$ cat src/rtl/weight_mem_ctrl.sv
// Weight memory sequencer: host programming in phase 0, arbitrated read / write-back in phase 1.
// All memory control outputs and requester handshakes are registered.
module weight_mem_ctrl #(
  parameter int ADDR_W = 4,
  parameter int DW     = 8,
  parameter int RD_LAT = 1
) (
  input  logic              clk,
  input  logic              rst_n,
  input  logic              phase_infer,
  input  logic              host_we,
  input  logic [ADDR_W-1:0] host_addr,
  input  logic [DW-1:0]     host_wdata,
  input  logic              rd_req,
  input  logic [ADDR_W-1:0] rd_addr,
  output logic              rd_valid,
  output logic [DW-1:0]     rd_data,
  input  logic              wb_req,
  input  logic [ADDR_W-1:0] wb_addr,
  input  logic [DW-1:0]     wb_wdata,
  output logic              wb_ack,
  output logic              mem_we,
  output logic [ADDR_W-1:0] mem_addr,
  output logic [DW-1:0]     mem_wdata,
  input  logic [DW-1:0]     mem_rdata,
  output logic              busy
);

  localparam int CW = (RD_LAT < 1) ? 1 : $clog2(RD_LAT + 1);

  typedef enum logic [1:0] {IDLE, RD_WAIT, WB_DO, RESP} state_t;

  state_t        r_state;
  logic [CW-1:0] r_cnt;
  logic          r_last_wb;
  logic          w_grant_wb;
  logic          w_grant_rd;

  // On a tie, the port that did not win last time is served.
  always_comb begin
    w_grant_wb = wb_req && (!rd_req || !r_last_wb);
    w_grant_rd = rd_req && (!wb_req ||  r_last_wb);
  end

  assign busy = (r_state != IDLE);

  always_ff @(posedge clk or negedge rst_n) begin
    if (!rst_n) begin
      r_state   <= IDLE;
      r_cnt     <= '0;
      r_last_wb <= 1'b0;
      mem_we    <= 1'b0;
      mem_addr  <= '0;
      mem_wdata <= '0;
      rd_valid  <= 1'b0;
      rd_data   <= '0;
      wb_ack    <= 1'b0;
    end else if (!phase_infer) begin
      // Host owns the memory; any in-flight phase-1 operation is dropped.
      mem_we    <= host_we;
      mem_addr  <= host_addr;
      mem_wdata <= host_wdata;
      rd_valid  <= 1'b0;
      wb_ack    <= 1'b0;
      r_cnt     <= '0;
      r_state   <= IDLE;
    end else begin
      mem_we   <= 1'b0;
      rd_valid <= 1'b0;
      wb_ack   <= 1'b0;
      case (r_state)
        IDLE: begin
          if (w_grant_wb) begin
            mem_we    <= 1'b1;
            mem_addr  <= wb_addr;
            mem_wdata <= wb_wdata;
            r_last_wb <= 1'b1;
            r_state   <= WB_DO;
          end else if (w_grant_rd) begin
            mem_addr  <= rd_addr;
            r_cnt     <= CW'(RD_LAT);
            r_last_wb <= 1'b0;
            r_state   <= RD_WAIT;
          end
        end
        RD_WAIT: begin
          if (r_cnt == '0) begin
            rd_data  <= mem_rdata;
            rd_valid <= 1'b1;
            r_state  <= RESP;
          end else begin
            r_cnt <= r_cnt - 1'b1;
          end
        end
        WB_DO: begin
          wb_ack  <= 1'b1;
          r_state <= RESP;
        end
        // One dead cycle lets the requester drop its request before re-arbitration.
        RESP:    r_state <= IDLE;
        default: r_state <= IDLE;
      endcase
    end
  end

endmodule

$ cat config.mk
export PLATFORM = sky130hd
export DESIGN_NAME = weight_mem_ctrl
export DESIGN_NICKNAME = d
export VERILOG_FILES = /design/src/rtl/weight_mem_ctrl.sv
export SDC_FILE = /design/constraint.sdc
export NUM_CORES = 1
export LEC_CHECK = 0
export CORE_MARGIN = 2
export CORE_UTILIZATION = 23
export DETAILED_ROUTE_END_ITERATION = 10
export PLACE_DENSITY = 0.51
export SLEW_MARGIN = 40
export SYNTH_ARGS = -nofsm -noshare
export SYNTH_HDL_FRONTEND = slang
export SYNTH_SLANG_ARGS = --single-unit
$ cat constraint.sdc
create_clock -name clk -period 2.1 [get_ports clk]
set_input_delay 0.21 -clock clk [delete_from_list [all_inputs] [get_ports clk]]
set_output_delay 0.21 -clock clk [all_outputs]
set_load 0.03 [all_outputs]
==> Yosys cells after proc, flatten, opt, wreduce, memory -nomap -nowiden <==
Index checks and enable logic that the tools add are counted.
{ "classes": {"add_sub_neg": 1, "bitwise": 1, "n_eq_ne": 11, "muxes": 27, "reduce_logical": 16} }
{ "op_table": {"columns": ["op", "count"], "rows": [
  ["8-bit two-way mux", 3],
  ["4-bit two-way mux", 4],
  ["1-bit two-way mux", 14],
  ["3-bit != test (second input constant)", 3],
  ["3-bit AND reduction", 3],
  ["2-bit two-way mux", 4],
  ["2-bit case mux with 4 select lines", 1],
  ["3-bit by 1-bit != test with 1-bit output (second input constant)", 2],
  ["2-bit AND reduction", 3],
  ["2-bit equality test (second input constant)", 2],
  ["2-bit by 1-bit != test with 1-bit output (second input constant)", 2],
  ["4-bit != test (second input constant)", 1],
  ["2-bit nonzero test", 2],
  ["1-bit logical NOT", 3],
  ["2-bit by 1-bit equality test with 1-bit output (second input constant)", 1],
  ["1-bit logical AND", 2],
  ["2-bit logical NOT", 1],
  ["1-bit logical OR", 2],
  ["1-bit case mux with 2 select lines", 1],
  ["1-bit NOT", 1],
  ["1-bit subtractor (second input constant)", 1]
]} }
{ "totals": {"out_inout_bits": 24, "ff_bits": 27, "inputBits": 42} }

==> Logic depth before layout (Yosys ltp) <==
Gate-level depths: netlist of run 1.
{ "logic_depth": {"word_depth": 7, "mapped_depth": 6} }

==> Worst setup path before layout of run 1 <==
OpenSTA, ideal clock, no wires.
{ "synth_timing": {"kind": "flip-flop to flip-flop", "startpoint": "register r_state[0]", "endpoint": "register mem_wdata[0]", "t_arrival_ns": 1.379, "stages_incl_launch_ff": 7, "setup_slack_ns": 0.580, "setup_ns": 0.141, "period_less_slack_ns": 1.520, "path_cell_list": "dfrtp_1 > inv_1 > ha_1 > buf_6 > clkinv_1 > o21ai_0 > a31oi_1"} }
{ "synth_between": {"elab_chain_len": 3} }
{ "synth_lines": {"columns": ["item", "line", "text"], "rows": [
  ["from (decl)", "33", "state_t r_state;"],
  ["from (signal assigned)", "49", "r_state <= IDLE;"],
  ["from (signal assigned)", "66", "r_state <= IDLE;"],
  ["from (signal assigned)", "78", "r_state <= WB_DO;"],
  ["2-bit logical NOT", "71", "case (r_state)"],
  ["2-bit by 1-bit != test with 1-bit output (no line)", null, null],
  ["2-bit AND reduction (no line)", null, null],
  ["to (signal assigned)", "62", "mem_wdata <= host_wdata;"],
  ["to (signal assigned)", "76", "mem_wdata <= wb_wdata;"],
  ["to (decl)", "24", "output logic [DW-1:0] mem_wdata,"]
]} }
Every way passes these cells.
A chain may end at the register's enable or synchronous reset.

==> Worst setup path in the final report of run 1 <==
{ "layout_timing": {"startpoint": "register r_state[0]", "endpoint": "register r_state[0]"} }
{ "layout_between": {"elab_chain_len": 3, "word_cells_on_any_way": 9, "classes_between": "eq/ne: 5; mux: 2; reduce/logical: 2"} }
{ "layout_lines": {"columns": ["item", "line"], "rows": [
  ["2-bit equality test (tied with other cells)", "71"],
  ["2-bit case mux with 4 select lines (tied with other cells)", "71"],
  ["2-bit two-way mux or 2-bit AND reduction (tied branches)", null]
]} }
Parallel ways exist; a longest one is shown, timed or not.

==> results of run 1 <==
flip-flops by register name, indices dropped and copies added, names as in the netlist:
name	count
mem_wdata	8
rd_data	8
mem_addr	4
r_state	2
mem_we	1
r_cnt	1
r_last_wb	1
rd_valid	1
wb_ack	1
critical path: stages, from the launching register on:
cell and delay, ns:
dfrtp_1 0.40, inv_1 0.12, ha_1 0.26, buf_4 0.23, or3b_4 0.43, a211oi_2 0.21, a41o_1 0.12
final cells by class:
class / count / area, um2
multi-input combinational: 86 / 593
clock inverter: 1 / 7.51
sequential: 27 / 676
clock buffer: 3 / 41.3
fill: 557 / 3460
tap: 72 / 90.1
timing repair buffer: 69 / 683
inverter: 5 / 18.8
synth_stat cells (2+ instances only):
library cell,instances,share of area (%)
nand2b_1,3,1.4
nand2_1,3,0.84
a21oi_1,3,1.1
inv_1,4,1.1
dfrtp_1,27,51
buf_2,3,1.1
and2_1,2,0.94
nor2_1,9,2.5
nor3_1,5,1.9
mux2_2,8,6.7
o21ai_0,8,3.0
a31oi_1,13,6.1
clkbuf_1,2,0.56
a21o_1,2,1.1
buf_6,2,1.7
ha_1,3,2.8
nand3_1,12,4.5
a32oi_1,4,2.6
power by group:
part / internal (W) / total, W / switching (W)
logic: 0.000627 / 0.00140 / 0.000770
clock network: 0.000135 / 0.000310 / 0.000175
registers: 0.000706 / 0.000819 / 0.000113
total: 0.00147 / 0.00253 / 0.00106
layer usage:
metal	vias up	GRT usage [%]
met5	-	0
met4	0	5.59
met3	5	1.46
met2	32	22.5
met1	618	16.1
li1	594	-
repair_timing:
action,CTS,global route
gates resized for setup,0,1
buffers inserted,0,0
endpoints found under the setup margin,0,1
stage by stage:
step                total power, W  instance area (um2)  hold slack (ns)  setup WS (ns)
finish                     0.00253                 2110            0.294          0.283
global route               0.00270                 2110            0.317          0.160
CTS                        0.00256                 2110            0.309          0.122
detailed placement         0.00224                 2060            0.497          0.317
global placement           0.00220                 2060            0.494          0.412
floorplan                  0.00167                 1340          -0.0856          0.580
worst paths after layout:
kind	cells past startpoint	end	startpoint	slack [ns]
worst max-delay path	6	r_state[0]$_DFFE_PN0P_	r_state[0]$_DFFE_PN0P_	0.28
worst min-delay path	2	mem_addr[2]$_DFFE_PN0P_	rst_n	0.29
worst max register to register	6	r_state[0]$_DFFE_PN0P_	r_state[0]$_DFFE_PN0P_	0.28
worst min register to register	1	rd_data[2]$_DFFE_PN0P_	rd_data[2]$_DFFE_PN0P_	0.52
max in group asynchronous	2	rd_data[0]$_DFFE_PN0P_	rst_n	1.54
min in group clk	3	mem_wdata[3]$_DFFE_PN0P_	host_wdata[3]	0.49
cells by family after synthesis:
logic type / count (synthesis)
fa+ha+maj: 3
compound gates: 37
simple gates: 37
mux: 9
flops: 27
buf+inv: 13
==> metrics, run 1 <==
CTS sink count=27; vias in the first global route=1282; proportion of layout cells with a drive suffix above 1=between 10% and 20%; Syn Inst Count=126; largest family of logic cells by synthesized area=compound AO/OA/AOI/OAI gates; First-pass DRT Iterations=4; status=finished clean; PwrDens=1200 mW/mm2; met1 wire length=between 1500 and 2000 um; worst vdd ir=318 uV; placed cells=259; Die W=80.2 um; Max Clock Skew=0.00367 ns; RSZ-0062 raised after global routing=false; Slew Limit Fails=0; IO Port Bufs=65; WS Path Type=register to register; CP required=2.33 ns; initial antenna violation count=0; # rows=27; DR WL met3=132 um; syn_area_per_cell=between 10 and 15 um2; Syn Std Cell Area=about 0.0013 mm2; Syn-to-layout area delta=57.9%; Slew HR=roughly 74%; Setup-failing EPs final=0; WL per Instance=between 10 and 15 um; die area=around 0.0064 mm2; ys async rst share=100%; largest net degree at the start of global routing=28; Max Clock Freq=550 MHz; Layout Cells excl Fill=263; CTS tree=built; post-synthesis mux area share=7.49%; Final Core Density=37.8%; die span in y=80.2 um; final WL=3930 um; Antenna diodes=0; Max Buffers Root-to-Sink=2; part of the Yosys area used for sequential elements=50.6%; post-route ant nets=0; wire length of the first global-routing pass=6330 um; core area=0.00557 mm2; vias per cell=roughly 4.7; Top-Level Pins=66; flops & latches, synth=27; Hold WC Path Type=input port to asynchronous set/reset pin; cts-stage hold buffer count=0; Netlist cell types=31; final worst-path cycle share=86.5%; Max Used Layer=met4; Clock H-tree levels=1; crit end category=register; Post-layout nets=237; vias=1249; highest-count cells in the layout ignoring fill and taps=clkdlybuf4s50_1 (64), dfrtp_1 (27), a31oi_1 (13); clock-pin slew on the worst setup and hold paths=0.10 ns; root buffer cell=clkbuf_8; Final min period=1.82 ns; leakage=0.849 nW; grt total ovfl=0; Ys Warns=0; Worst-Skew Late Latency=0.28 ns; Synth Area in Adders=2.81%; Placer Congestion=0.750; initial core utilization=24.0%; DP Wirelength=approximately 3000 um; final hold violations=0; Post-Synth XOR/XNOR Area=0%; EDFF count, synth=0; DRC violation total after the first TritonRoute iteration=74; ys flop type=dfrtp_1; GRT Overall Usage=12.9%; Slew @ Worst Pin=a little under 0.4 ns; drt drc=0; syn nets=approximately 170; largest fanout on the critical path=14; met2 routed WL=2130 um; Worst Setup Start Kind=register; CTS Buf Count=3; setup TNS=0 ns; crit path DAT=2.04 ns; Max-cap violations=0; most common cell after layout, fill and taps aside=clkdlybuf4s50_1; Post-Synth Simple-Gate Area=14.4%; Compound-Gate Fraction of Synth Area=19.7%
No activity file was read; power rests on OpenSTA's default activity.
==> run 2: changes to the inputs <==
- clock period: 2.1 -> 2.3 ns (I/O delays scaled with it)
==> run 2 against run 1 <==
  * Die area is the same
  * Utilization fell by 0.18 points
  * Via count decreased by 1.6%
  * Sequential cell count unchanged
  * Critical path depth decreased by 2
  * Power shrank 9.3%
  * Sequential share of layout area increased by 0.15 points
  * Final cell count decreased by 0.38%
  * Sequential power down 8.7%
==> metrics, run 2 (synthesis results as in run 1) <==
Hold WC Path Type=input port to asynchronous set/reset pin (unchanged); Worst-Skew Late Latency=0.28 ns (about the same); postcts setup bufs=0 (unchanged); Die W=80.2 um (unchanged); Syn-to-layout area delta=57.1% (was 57.9%); initial core utilization=24.0% (unchanged); met1 Resource Use GR=15.9% (was 16.1%); largest net degree at the start of global routing=28 (unchanged); Antenna diodes=0 (unchanged); CTS Buf Count=3 (unchanged); crit path DAT=1.90 ns (was 2.04 ns); Max Clock Freq=between 400 and 500 MHz; Top-Level Pins=66 (unchanged); Clock H-tree levels=1 (unchanged); Layout Cells excl Fill=262 (was 263); Max Buffers Root-to-Sink=2 (unchanged); met2 Usage GRT=20.4% (was 22.5%); Setup-failing EPs final=0 (unchanged); RSZ-0062 raised after global routing=false (unchanged); WL per Instance=14.6 um (was 14.9 um); status=finished clean (unchanged); grt met3 use=1.24% (was 1.46%); drt drc=0 (unchanged); Max-cap violations=0 (unchanged); die span in y=80.2 um (unchanged); First-pass DRT Iterations=4 (unchanged); core area=0.00557 mm2 (unchanged); placed cells=258 (was 259); Reg2Reg Capture Point=r_state[1]$_DFFE_PN0P_ (was r_state[0]$_DFFE_PN0P_); highest-count cells in the layout ignoring fill and taps=clkdlybuf4s50_1 (65), dfrtp_1 (27), a31oi_1 (13) (was clkdlybuf4s50_1 (64), dfrtp_1 (27), a31oi_1 (13)); leakage=0.833 nW (was 0.849 nW); post-route ant nets=0 (unchanged); vias=1229 (was 1249); DRC violation total after the first TritonRoute iteration=64 (was 74); PwrDens=1090 mW/mm2 (was 1200 mW/mm2); wire length of the first global-routing pass=6020 um (was 6330 um); CP required=2.07 ns (was 2.33 ns); Reg2Reg Depth=5 (was 6); final WL=3830 um (was 3930 um); final hold violations=0 (unchanged); largest fanout on the critical path=10 (was 14); IO Port Bufs=65 (unchanged); Max Clock Skew=0.00213 ns (was 0.00367 ns); most common cell after layout, fill and taps aside=clkdlybuf4s50_1 (unchanged); die area=0.00644 mm2 (unchanged); clock-pin slew on the worst setup and hold paths=0.10 ns (about the same); grt total ovfl=0 (unchanged); end of the critical path=busy (was r_state[0]$_DFFE_PN0P_); setup TNS=0 ns (unchanged); flop2flop setup slack=0.52 ns (was 0.28 ns); CTS tree=built (unchanged); Placer Congestion=0.734 (was 0.750); initial antenna violation count=0 (unchanged); proportion of layout cells with a drive suffix above 1=10.5% (was 11.0%); vias per cell=4.69 (was 4.75); final worst-path cycle share=92.7%; Final min period=2.13 ns; Slew HR=74.0% (was 73.6%); Post-layout nets=236 (was 237); post-cts resize count=0 (unchanged); cts-stage hold buffer count=0 (unchanged); Worst Setup Start Kind=register (unchanged); # rows=27 (unchanged); worst vdd ir=323 uV (was 318 uV); grt peak-use layer=met2 (unchanged); Slew Limit Fails=0 (unchanged); Final Power=0.00229 W (was 0.00253 W); reg-to-reg startpoint=r_state[0]$_DFFE_PN0P_ (unchanged); GRT Overall Usage=12.3% (was 12.9%); Slew @ Worst Pin=0.390 ns (was 0.396 ns); vias in the first global route=1219 (was 1282); Largest regs=mem_wdata: 8 flops, rd_data: 8 flops, mem_addr: 4 flops (unchanged); WS Path Type=register to output port (was register to register); crit end category=output port (was register); Setup crit start=r_state[0]$_DFFE_PN0P_ (unchanged); DP Wirelength=2920 um (was 3030 um); root buffer cell=clkbuf_8 (unchanged); CTS sink count=27 (unchanged)
-- run 2: cell count changes in the layout (fill, tap and decap cells not counted) --
cell,before,now
clkdlybuf4s50_1,64,65
buf_4,4,3
dlymetal6s2s_1,1,0
-- run 2: worst max-delay path, stage by stage, from the launching register on --
cell and delay [ns]:
dfrtp_1 0.40, inv_1 0.12, ha_1 0.20, clkinv_1 0.23
clkdlybuf4s50_1 0.67
-- run 2: report_power, final --
group	internal [W]	total, W	switching (W)
registers	0.000645	0.000748	0.000103
logic	0.000559	0.00126	0.000704
clock network	0.000123	0.000280	0.000157
-- run 2: cell type report --
class                   count  area [um2]
multi-input cells          86         593
clock inverters             1        7.51
well taps                  72        90.1
repair buffers             68         673
clock buffers               3        41.3
inverters                   5        18.8
flip-flops and latches     27         676
fillers                   573        3470
-- run 2: layer usage --
| metal | routed length [um] | share of wire (%) |
|---|---|---|
| met1 | 1570 | 41 |
| met2 | 1990 | 52 |
| met3 | 170 | 4.4 |
| met4 | 97 | 2.5 |
| met5 | 0 | 0 |
-- run 2: worst min-delay path by stage --
stage                                    end  cells past startpoint  slack [ns]
detailed placement    rd_data[7]$_DFFE_PN0P_                      1        0.50
finish              mem_wdata[1]$_DFFE_PN0P_                      2        0.32
CTS                 mem_wdata[1]$_DFFE_PN0P_                      2        0.34
global route        mem_wdata[1]$_DFFE_PN0P_                      2        0.36
global placement      rd_data[2]$_DFFE_PN0P_                      1        0.49
floorplan            mem_addr[0]$_DFFE_PN0P_                      0       -0.07
-- run 2: metrics by stage --
step,cell area [um2],hold WS [ns],setup WS [ns],utilization [%]
after global routing,2100,0.362,0.0432,37.7
after global placement,2050,0.494,0.554,36.8
final,2100,0.316,0.168,37.7
after detailed placement,2050,0.498,0.496,36.8
after floorplan,1340,-0.0656,0.780,-
after CTS,2100,0.336,0.155,37.7
==> run 3: changes to the inputs <==
- PLACE_DENSITY: 0.51 -> 0.53
- clock period: 2.3 -> 1.9 ns (I/O delays scaled with it)
==> run 3 against run 2 <==
  * Clock power rose by 18%
  * Die area unchanged
  * Power rose by 22%
  * First-iteration DRC count decreased by 7.8%
  * Sequential cell count did not move
  * Register-to-register slack lost 0.29 ns
  * Clock skew up 0.0024 ns
  * Sequential share of layout area decreased by 0.15 points
==> metrics, run 3 (synthesis results as in run 1) <==
status=finished clean (unchanged); sequential cell area=676 um2 (unchanged); Max Clock Skew=0.00449 ns (was 0.00213 ns); Top-Level Pins=66 (unchanged); Max Buffers Root-to-Sink=2 (unchanged); vias per cell=4.65 (was 4.69); largest fanout on the critical path=8 (was 10); Die W=80.2 um (unchanged); Slew Limit Fails=0 (unchanged); Post-Layout Inst Area=0.00211 mm2 (was 0.00210 mm2); First-pass DRT Iterations=4 (unchanged); IO Port Bufs=65 (unchanged); crit end category=register (was output port); die area=0.00644 mm2 (unchanged); most common cell after layout, fill and taps aside=clkdlybuf4s50_1 (unchanged); vias in the first global route=1262 (was 1219); postcts setup bufs=0 (unchanged); final hold violations=0 (unchanged); # rows=27 (unchanged); fillers=574 (was 573); WS Path Type=register to register (was register to output port); Clock H-tree levels=1 (unchanged); RSZ-0062 raised after global routing=false (unchanged); Placer Congestion=0.692 (was 0.734); vias=1227 (was 1229); DRC violation total after the first TritonRoute iteration=59 (was 64); wire length of the first global-routing pass=6260 um (was 6020 um); Final Power=0.00279 W (was 0.00229 W); worst vdd ir=548 uV (was 323 uV); grt total ovfl=0 (unchanged); initial core utilization=24.0% (unchanged); post-route ant nets=0 (unchanged); largest net degree at the start of global routing=28 (unchanged); slowest stage delay, CP=0.41 ns (was 0.67 ns); Cell Area, Placed=0.00207 mm2 (was 0.00205 mm2); PwrDens=1320 mW/mm2 (was 1090 mW/mm2); crit path DAT=1.88 ns (was 1.90 ns); DP Wirelength=2720 um (was 2920 um); initial antenna violation count=0 (unchanged); Max Clock Freq=599 MHz; core area=0.00557 mm2 (unchanged); Largest regs=mem_wdata: 8 flops, rd_data: 8 flops, mem_addr: 4 flops (unchanged); Setup-failing EPs final=0 (unchanged); leakage=0.846 nW (was 0.833 nW); GRT Overall Usage=12.3% (about the same); Critical-path top delay cell=or3b_4 (was clkdlybuf4s50_1); final WL=3680 um (was 3830 um); Max-cap violations=0 (unchanged); highest-count cells in the layout ignoring fill and taps=clkdlybuf4s50_1 (64), dfrtp_1 (27), a31oi_1 (13) (was clkdlybuf4s50_1 (65), dfrtp_1 (27), a31oi_1 (13)); die span in y=80.2 um (unchanged); Antenna diodes=0 (unchanged); Fin Hold WS=0.285 ns (was 0.316 ns); CTS sink count=27 (unchanged); Worst Setup Start Kind=register (unchanged); CTS Buf Count=3 (unchanged); root buffer cell=clkbuf_8 (unchanged); Slew @ Worst Pin=0.412 ns (was 0.390 ns); Cell Chain, Critical Path=inv_1 -> ha_1 -> buf_4 -> or3b_4 -> a211oi_2 -> a41o_1 (was inv_1 -> ha_1 -> clkinv_1 -> clkdlybuf4s50_1); Syn-to-layout area delta=57.9% (was 57.1%); Post-layout nets=238 (was 236); drt drc=0 (unchanged); Final min period=1.67 ns; CTS tree=built (unchanged); Hold WC Path Type=input port to asynchronous set/reset pin (unchanged); WL per Instance=13.9 um (was 14.6 um); Slew HR=72.5% (was 74.0%); multi-input logic area=593 um2 (unchanged); proportion of layout cells with a drive suffix above 1=10.9% (was 10.5%); final worst-path cycle share=a little under 90%; CP required=2.11 ns (was 2.07 ns); setup TNS=0 ns (unchanged); clock-pin slew on the worst setup and hold paths=0.09 ns (was 0.10 ns); Worst-Skew Late Latency=0.27 ns (was 0.28 ns)
## run 3: cell count changes in the layout (fill, tap and decap cells not counted)
cell,before,now
dlygate4sd2_1,0,1
buf_4,3,5
clkinvlp_4,1,0
clkdlybuf4s50_1,65,64
clkbuf_1,0,1
## run 3: where the power goes
part | total [W] | internal, W | switching (W) | leakage, nW
sequential | 0.000910 | 0.000781 | 0.000129 | 0.322
clock | 0.000331 | 0.000150 | 0.000181 | 0.0228
combinational | 0.00154 | 0.000701 | 0.000844 | 0.501
## run 3: worst paths after layout
| check | slack [ns] | cells after the start | end | start |
|---|---|---|---|---|
| max | 0.23 | 6 | r_state[0]$_DFFE_PN0P_ | r_state[0]$_DFFE_PN0P_ |
| min | 0.28 | 2 | mem_wdata[2]$_DFFE_PN0P_ | rst_n |
| max reg2reg | 0.23 | 6 | r_state[0]$_DFFE_PN0P_ | r_state[0]$_DFFE_PN0P_ |
| min reg2reg | 0.52 | 1 | rd_data[0]$_DFFE_PN0P_ | rd_data[0]$_DFFE_PN0P_ |
| max in group asynchronous | 1.35 | 2 | rd_data[0]$_DFFE_PN0P_ | rst_n |
| min in group clk | 0.47 | 3 | mem_wdata[1]$_DFFE_PN0P_ | host_wdata[1] |
## run 3: stage by stage
stage	setup slack [ns]	instances	utilization, %
floorplan	0.380	126	-
global placement	0.194	260	37.1
detailed placement	0.244	260	37.1
CTS	0.221	264	37.8
global route	0.124	264	37.8
finish	0.232	264	37.8
## run 3: layout make-up
type,count,area share [%]
tap,72,4.27
timing repair buffer,70,32.6
multi-input combinational,86,28.1
inverter,5,0.890
sequential,27,32.0
clock buffer,4,2.14
## run 3: layer usage
| layer | vias up | wire length (um) | global-route usage, % |
|---|---|---|---|
| met3 | 2 | 212 | 3.37 |
| met4 | 0 | 21 | 1.53 |
| met5 | - | 0 | 0 |
| li1 | 592 | - | - |
| met2 | 32 | 1760 | 19.1 |
| met1 | 601 | 1680 | 17.4 |
## run 3: critical path, delay by kind of cell, from the launching register on
kind	cells	cell delay (ns)
AO/OA/AOI/OAI	2	0.30
adder cells (fa/ha/maj)	1	0.22
buffers and inverters	2	0.28
flip-flops	1	0.39
AND/OR/NAND/NOR	1	0.41
## run 3: timing repair
item,in CTS,in global routing
resized for setup,1,0
endpoints found under the setup margin,1,0
hold buffers,0,0
